## src/rtl/lz4_pkg.sv

```systemverilog
// Shared LZ4 framing definitions: framer state encoding, block header layout, size limits.
package lz4_pkg;

  // Framer states: four header bytes, payload streaming, oversize-error hold
  typedef enum logic [2:0] {
    ST_HDR0    = 3'd0,
    ST_HDR1    = 3'd1,
    ST_HDR2    = 3'd2,
    ST_HDR3    = 3'd3,
    ST_PAYLOAD = 3'd4,
    ST_ERR     = 3'd5
  } state_t;

  // Block header is 32-bit little-endian: bit 31 = stored-raw flag, bits 30:0 = length
  localparam int unsigned HDR_RAW_BIT = 31;
  localparam int unsigned HDR_LEN_MSB = 30;
  localparam int unsigned HDR_LEN_W   = HDR_LEN_MSB + 1;

  // Largest legal block payload in bytes
  localparam int unsigned MAX_BLOCK_DEF = 65536;

endpackage

```

## src/rtl/lz4_block_framer.sv

```systemverilog
// Parses LZ4 block headers from the UART byte stream and forwards payload bytes
// to the decoder compressed-data FIFO, one byte per cycle.
module lz4_block_framer
  import lz4_pkg::*;
#(
  parameter int unsigned MAX_BLOCK = MAX_BLOCK_DEF,
  parameter int unsigned CNT_W     = 31
) (
  input  logic       clk,
  input  logic       rstn,
  input  logic       in_valid,
  input  logic [7:0] in_data,
  output logic       in_ready,
  input  logic       fifo_full,
  output logic       fifo_wr_en,
  output logic [7:0] fifo_wdata,
  output logic       blk_raw,
  output logic       blk_done,
  output logic       frame_end,
  output logic       err,
  input  logic       err_clr,
  output logic       busy
);

  localparam logic [HDR_LEN_W-1:0] MAX_LEN = HDR_LEN_W'(MAX_BLOCK);

  state_t               state;
  logic [23:0]          hdr_lo;
  logic [CNT_W-1:0]     cnt;
  logic [31:0]          header;
  logic [HDR_LEN_W-1:0] len;
  logic                 accept;
  logic                 cnt_last;

  // Full header as seen when the final header byte is on the bus
  assign header   = {in_data, hdr_lo};
  assign len      = header[HDR_LEN_MSB:0];

  // Upstream handshake; err_clr blocks acceptance so the byte stays with the sender
  always_comb begin
    in_ready = 1'b0;
    if (!err_clr) begin
      case (state)
        ST_HDR0, ST_HDR1, ST_HDR2, ST_HDR3: in_ready = 1'b1;
        ST_PAYLOAD:                         in_ready = !fifo_full;
        default:                            in_ready = 1'b0;
      endcase
    end
  end

  assign accept   = in_valid && in_ready;
  // Treat a counter at or below one as the final byte so it can never wrap
  assign cnt_last = (cnt <= CNT_W'(1));
  assign busy     = (state != ST_HDR0);

  // Framer FSM with registered FIFO write path and status pulses
  always_ff @(posedge clk) begin
    if (!rstn) begin
      state      <= ST_HDR0;
      hdr_lo     <= '0;
      cnt        <= '0;
      fifo_wr_en <= 1'b0;
      fifo_wdata <= 8'h00;
      blk_raw    <= 1'b0;
      blk_done   <= 1'b0;
      frame_end  <= 1'b0;
      err        <= 1'b0;
    end else begin
      fifo_wr_en <= 1'b0;
      blk_done   <= 1'b0;
      frame_end  <= 1'b0;
      if (err_clr) begin
        err   <= 1'b0;
        state <= ST_HDR0;
      end else if (accept) begin
        case (state)
          ST_HDR0: begin
            hdr_lo[7:0] <= in_data;
            state       <= ST_HDR1;
          end
          ST_HDR1: begin
            hdr_lo[15:8] <= in_data;
            state        <= ST_HDR2;
          end
          ST_HDR2: begin
            hdr_lo[23:16] <= in_data;
            state         <= ST_HDR3;
          end
          ST_HDR3: begin
            blk_raw <= header[HDR_RAW_BIT];
            if (len == '0) begin
              frame_end <= 1'b1;
              state     <= ST_HDR0;
            end else if (len > MAX_LEN) begin
              err   <= 1'b1;
              state <= ST_ERR;
            end else begin
              cnt   <= CNT_W'(len);
              state <= ST_PAYLOAD;
            end
          end
          ST_PAYLOAD: begin
            fifo_wr_en <= 1'b1;
            fifo_wdata <= in_data;
            if (cnt != '0) begin
              cnt <= cnt - CNT_W'(1);
            end
            if (cnt_last) begin
              blk_done <= 1'b1;
              state    <= ST_HDR0;
            end
          end
          default: state <= state;
        endcase
      end
    end
  end

endmodule
```

## config.mk

```make
export PLATFORM = sky130hd
export DESIGN_NAME = lz4_block_framer
export DESIGN_NICKNAME = d
export VERILOG_FILES = /design/src/rtl/lz4_pkg.sv /design/src/rtl/lz4_block_framer.sv
export SDC_FILE = /design/constraint.sdc
export NUM_CORES = 1
export LEC_CHECK = 0
export BUFFER_PORTS_ARGS = -buffer_cell sky130_fd_sc_hd__buf_2
export CAP_MARGIN = 20
export CORE_MARGIN = 5
export CORE_UTILIZATION = 60
export CTS_CLUSTER_DIAMETER = 120
export DETAILED_ROUTE_END_ITERATION = 16
export PLACE_DENSITY = 0.9
export SLEW_MARGIN = 20
export SYNTH_ARGS = -nofsm -noshare
export SYNTH_HDL_FRONTEND = slang
export SYNTH_SLANG_ARGS = --single-unit
```

## constraint.sdc

```tcl
create_clock -name clk -period 3.95 [get_ports clk]
set_input_delay 0.395 -clock clk [delete_from_list [all_inputs] [get_ports clk]]
set_output_delay 0.395 -clock clk [all_outputs]
set_load 0.02 [all_outputs]
```

; ---- After elaboration in Yosys (flattened, before gate mapping)
; Cells that the tools add are included.
[word_totals]
ff_bits = 71
output_inout_bits = 15
wordCells = 62
[op_classes]
eq_ne = 8
n_addsub = 1
bitwise = 6
n_reduce_logical = 21
mux = 13
n_lt_le_gt_ge = 2
[op_table]
columns = op, n
row1 = 31-bit 2-to-1 mux, 3
row2 = 31-bit one-hot mux with 2 select lines, 1
row3 = 31-bit by 17-bit greater-than comparator with 1-bit output (second input constant), 1
row4 = 31-bit by 1-bit <= comparator with 1-bit output (second input constant), 1
row5 = 31-bit zero test, 1
row6 = 31-bit nonzero test, 1
row7 = 31-bit by 1-bit subtractor with 31-bit output (second input constant), 1
row8 = 3-bit AND reduction, 6
row9 = 3-bit one-hot mux with 5 select lines, 1
row10 = 4-bit OR reduction, 3
row11 = 2-bit inequality test (second input constant), 4
row12 = 3-bit by 2-bit equality test with 1-bit output (second input constant), 2
row13 = 3-bit 2-to-1 mux, 2
row14 = 1-bit NOT, 6
row15 = 6-bit AND reduction, 1
row16 = 1-bit 2-to-1 mux, 5
row17 = 5-bit nonzero test, 1
row18 = 4-bit AND reduction, 1
row19 = 3-bit by 1-bit equality test with 1-bit output (second input constant), 1
row20 = 3-bit equality test (second input constant), 1
row21 = 3-bit zero test, 1
row22 = 3-bit nonzero test, 1
row23 = 3-bit OR reduction, 1
row24 = 1-bit one-hot mux with 2 select lines, 1
row25 = 4 further kinds, 4

; ---- Depth between registers and ports, before layout
[depth]
depth_word = 7
mapped_depth = 9
mapped_depth_nobuf = 7

; ---- Worst setup path before layout
; Ideal clock, no wire load.
[synth_timing]
kind = register to register
from = register cnt[6]
to = register cnt[17]
slack_ns = 1.839
path_stages_with_launch = 7
setup_time_ns = 0.145
t_arrival_ns = 1.966
t_required_ns = 3.805
period_less_slack_ns = 2.111
cell_sequence = dfxtp_1 > or4_1 > clkbuf_1 > or4_1 > o31a_1 > a31oi_1 > a211oi_1
[synth_via]
elab_chain_cells = 3
word_cells_on_any_way = 6
classes_between = add/sub: 1 / eq/ne: 1 / mux: 2 / reduce/logical: 2
[synth_rtl]
columns = element, line_no
row1 = start: declaration, lz4_block_framer.sv:29  ; logic [CNT_W-1:0] cnt;
row2 = start signal: assignment, lz4_block_framer.sv:98  ; cnt <= CNT_W'(len);
row3 = start signal: assignment, lz4_block_framer.sv:106  ; cnt <= cnt - CNT_W'(1);
row4 = 31-bit by 1-bit subtractor with 31-bit output / 31-bit nonzero test (equally long branches), "lz4_block_framer.sv:106, lz4_block_framer.sv:105"
row5 = 31-bit 2-to-1 mux / 2-bit inequality test (equally long branches), n/a
row6 = 31-bit one-hot mux with 2 select lines / 6-bit AND reduction (equally long branches), n/a
; Several ways; a longest one is shown, not always the timed one. The select of a mux whose other input is x is not followed.
; A chain may end at the register's enable or synchronous reset.

; ---- Worst setup path after layout
[layout_timing]
from = register state[1]
to = register cnt[1]
[layout_via]
elab_chain_cells = 6
word_cells_on_any_way = 15
classes_between = eq/ne: 7 / mux: 3 / reduce/logical: 5
[layout_rtl]
columns = element, line_no
row1 = start: declaration, lz4_block_framer.sv:27  ; state_t state;
row2 = start signal: assignment, lz4_block_framer.sv:113  ; default: state <= state;
row3 = 3-bit by 2-bit equality test with 1-bit output (tied with other cells), "lz4_block_framer.sv:43, lz4_block_framer.sv:76"
row4 = 4-bit OR reduction, lz4_block_framer.sv:43  ; case (state)
row5 = 1-bit one-hot mux with 2 select lines, lz4_block_framer.sv:43
row6 = 1-bit 2-to-1 mux, lz4_block_framer.sv:42  ; if (!err_clr) begin
row7 = 1-bit logical AND, lz4_block_framer.sv:51  ; assign accept = in_valid && in_ready;
row8 = 6-bit AND reduction (no source line), n/a
; Several ways; a longest one is shown, not always the timed one.

==> impl_metrics.env <==
export IMPL_clock_latency_ns=0.37
export IMPL_fin_crit_ns=3.02
export IMPL_ff_latch_area_um2=1420
export IMPL_cts_hold_buf=0
export IMPL_ys_seq_area_frac=0.380
export IMPL_antenna_found_initial=0
export IMPL_finClkSkew_ns=0.0135
export IMPL_hpwl_um=7360
export IMPL_h_tree_depth=3
export IMPL_cts_root_buffer="clkbuf_8"
export IMPL_grt_pass1_vias=3643
export IMPL_fin_tns_setup_ns=0
export IMPL_synth_flop_cell="dfxtp_1"
export IMPL_period_share=0.765
export IMPL_area_growth_pct=8.66
export IMPL_core_um2=5990
export IMPL_cts_sinks=71
export IMPL_drc_errors=0
export IMPL_ys_ff_latch=71
export IMPL_fmax_ghz=0.331
export IMPL_wl_per_cell_um=19.5
export IMPL_grt_overflow_total=0
export IMPL_leakage_nw=1.51
export IMPL_place_gp_congestion=0.943
export IMPL_ctsResizeCount=0
export IMPL_diodes=0
export IMPL_timing_hold_ws_ns=0.311
export IMPL_instances_no_fill=562
export IMPL_drtPass1Iterations=6
export IMPL_startpoint_type="register"
export IMPL_viasPerCell=7.10
export IMPL_p_per_area_nw_per_um2=332
export IMPL_track_usage=0.291
export IMPL_grt_pass1_wl_um=18000
export IMPL_netlist_area_um2=3740
export IMPL_most_common_layout_cells="dfxtp_1, nand2_1, a21oi_1"
export IMPL_status="completed"
export IMPL_switching_power_uw=371
export IMPL_switching_share=0.274
export IMPL_die_h_um=89.0
export IMPL_max_slew_margin=0.406
export IMPL_timing_final_ws_setup_ns=0.930
export IMPL_r2r_start="state[1]$_SDFFE_PP0P_"
export IMPL_synth_edf_count=0
export IMPL_worstMarginPinSlew_ns=0.890
export IMPL_dp_slack_ns=1.08
export IMPL_power_frac_comb=0.044
export IMPL_crit_required_ns=4.23
export IMPL_layout_commonest_cell="dfxtp_1"
export IMPL_synth_cell_types=56
export IMPL_utilization=0.679
export IMPL_rsz0062_at_grt="no"
export IMPL_worstSetupStartpoint="state[1]$_SDFFE_PP0P_"
export IMPL_std_cell_rows=28
export IMPL_io_buffers=27
export IMPL_nFillCells=487
export IMPL_async_flop_share=0
export IMPL_io_pins=28
export IMPL_ant_nets=0
export IMPL_multiInputGateArea_um2=2140
export IMPL_clockBufferDepth=2
export IMPL_syn_num_nets=488
export IMPL_vias=3988
export IMPL_dieArea_um2=7920
export IMPL_endpoint_kind="register"
export IMPL_clk_pin_slew_ns=0.09
export IMPL_drtIter0Drc=674
export IMPL_power_share_clock=0.418
export IMPL_start_util=0.625
export IMPL_hold_violations=0
export IMPL_hp_class="in2reg"
export IMPL_vdd_ir_drop_max_mv=0.266
export IMPL_slew_viol_final=0
export IMPL_synth_cells=473
export IMPL_fin_nets=497
export IMPL_yosysWarnings=0
export IMPL_worstSetupPathType="reg2reg"
export IMPL_die_w_um=89.0
export IMPL_finalPower_mw=1.35
export IMPL_crit_fanout=47
export IMPL_maxCapViolations=0
export IMPL_grt_max_degree=54
export IMPL_placed_cells=546
export IMPL_min_from="in_data[3]"
export IMPL_cts_buffers=9
export IMPL_post_cts_buffers=0
export IMPL_seqPwrFrac=0.537
export IMPL_dpl_cell_area_um2=3880
export IMPL_cp_arrival_ns=3.30
export IMPL_final_area_um2=4070
export IMPL_wl_um=11000
export IMPL_syn_avg_cell_area_um2=7.91
export IMPL_p_int_uw=982
export IMPL_drive_above_1_share=0.136
export IMPL_setup_viol=0
export IMPL_tritoncts="done"
## worst paths after layout
path | endpoint | slack, ns | cells past startpoint
worst min-delay path | hdr_lo[11]$_SDFFE_PN0P_ | 0.31 | 3
worst max register to register | cnt[1]$_SDFFE_PN0P_ | 0.93 | 6
worst min register to register | cnt[30]$_SDFFE_PN0P_ | 0.43 | 2
worst max-delay path | cnt[1]$_SDFFE_PN0P_ | 0.93 | 6
## per-layer routing
metal / share of wire / global-route usage / up-vias
met3: 0.12 / 0.0802 / 70
met4: 0.042 / 0.111 / 0
met2: 0.45 / 0.456 / 323
li1: - / - / 1818
met1: 0.39 / 0.382 / 1777
met5: 0 / 0 / -
## registers in the layout, summed over array words and instances (netlist names)
signal and flops:
frame_end 1, fifo_wr_en 1, cnt 31, state 3, fifo_wdata 8, hdr_lo 24, blk_raw 1, err 1
blk_done 1
## area by class of cell
type                    count  share of cell area
clock buffers               9              0.0305
clock inverters             7              0.0160
inverters                   7             0.00646
multi-input cells         358               0.527
flip-flops and latches     71               0.349
well taps                  75              0.0231
repair buffers             35              0.0480
## worst max-delay path, stage by stage (launching register included)
cell	delay, ns
dfxtp_1	0.48
or3b_1	0.47
buf_4	0.30
nor3_1	0.45
nand3_1	0.40
nand3_1	0.54
mux2i_1	0.29
## kinds of logic after synthesis
| group | Yosys count | synth area share |
|---|---|---|
| simple gates | 210 | 0.292 |
| compound gates | 134 | 0.240 |
| flops | 71 | 0.380 |
| buf+inv | 44 | 0.0495 |
| mux | 12 | 0.0324 |
| fa+ha+maj | 2 | 0.00668 |
## power groups by stage
| stage | clock network, mW | registers, mW | logic (mW) |
|---|---|---|---|
| final | 0.566 | 0.726 | 0.0601 |
| after global routing | 0.606 | 0.727 | 0.0663 |
| after CTS | 0.567 | 0.726 | 0.0587 |
| after detailed placement | 0 | 0.743 | 0.0586 |
| after global placement | 0 | 0.742 | 0.0574 |
| after floorplan | 0 | 0.740 | 0.0384 |
## cells in the mapped netlist (all sizes together), types with 5 or more instances
cell type | number | share of area
dfxtp | 71 | 0.38
nand2 | 64 | 0.064
a21oi | 50 | 0.067
nor2 | 36 | 0.036
clkbuf | 28 | 0.028
nor4 | 27 | 0.052
nor3 | 17 | 0.023
o21ai | 17 | 0.023
nand4 | 15 | 0.025
nand3 | 14 | 0.019
mux2i | 11 | 0.029
o41ai | 11 | 0.026
buf | 9 | 0.014
o32ai | 8 | 0.019
or4 | 8 | 0.018
a31oi | 7 | 0.012
a41oi | 7 | 0.016
inv | 7 | 0.0070
o31ai | 5 | 0.010
No activity file was read; power rests on OpenSTA's default activity.
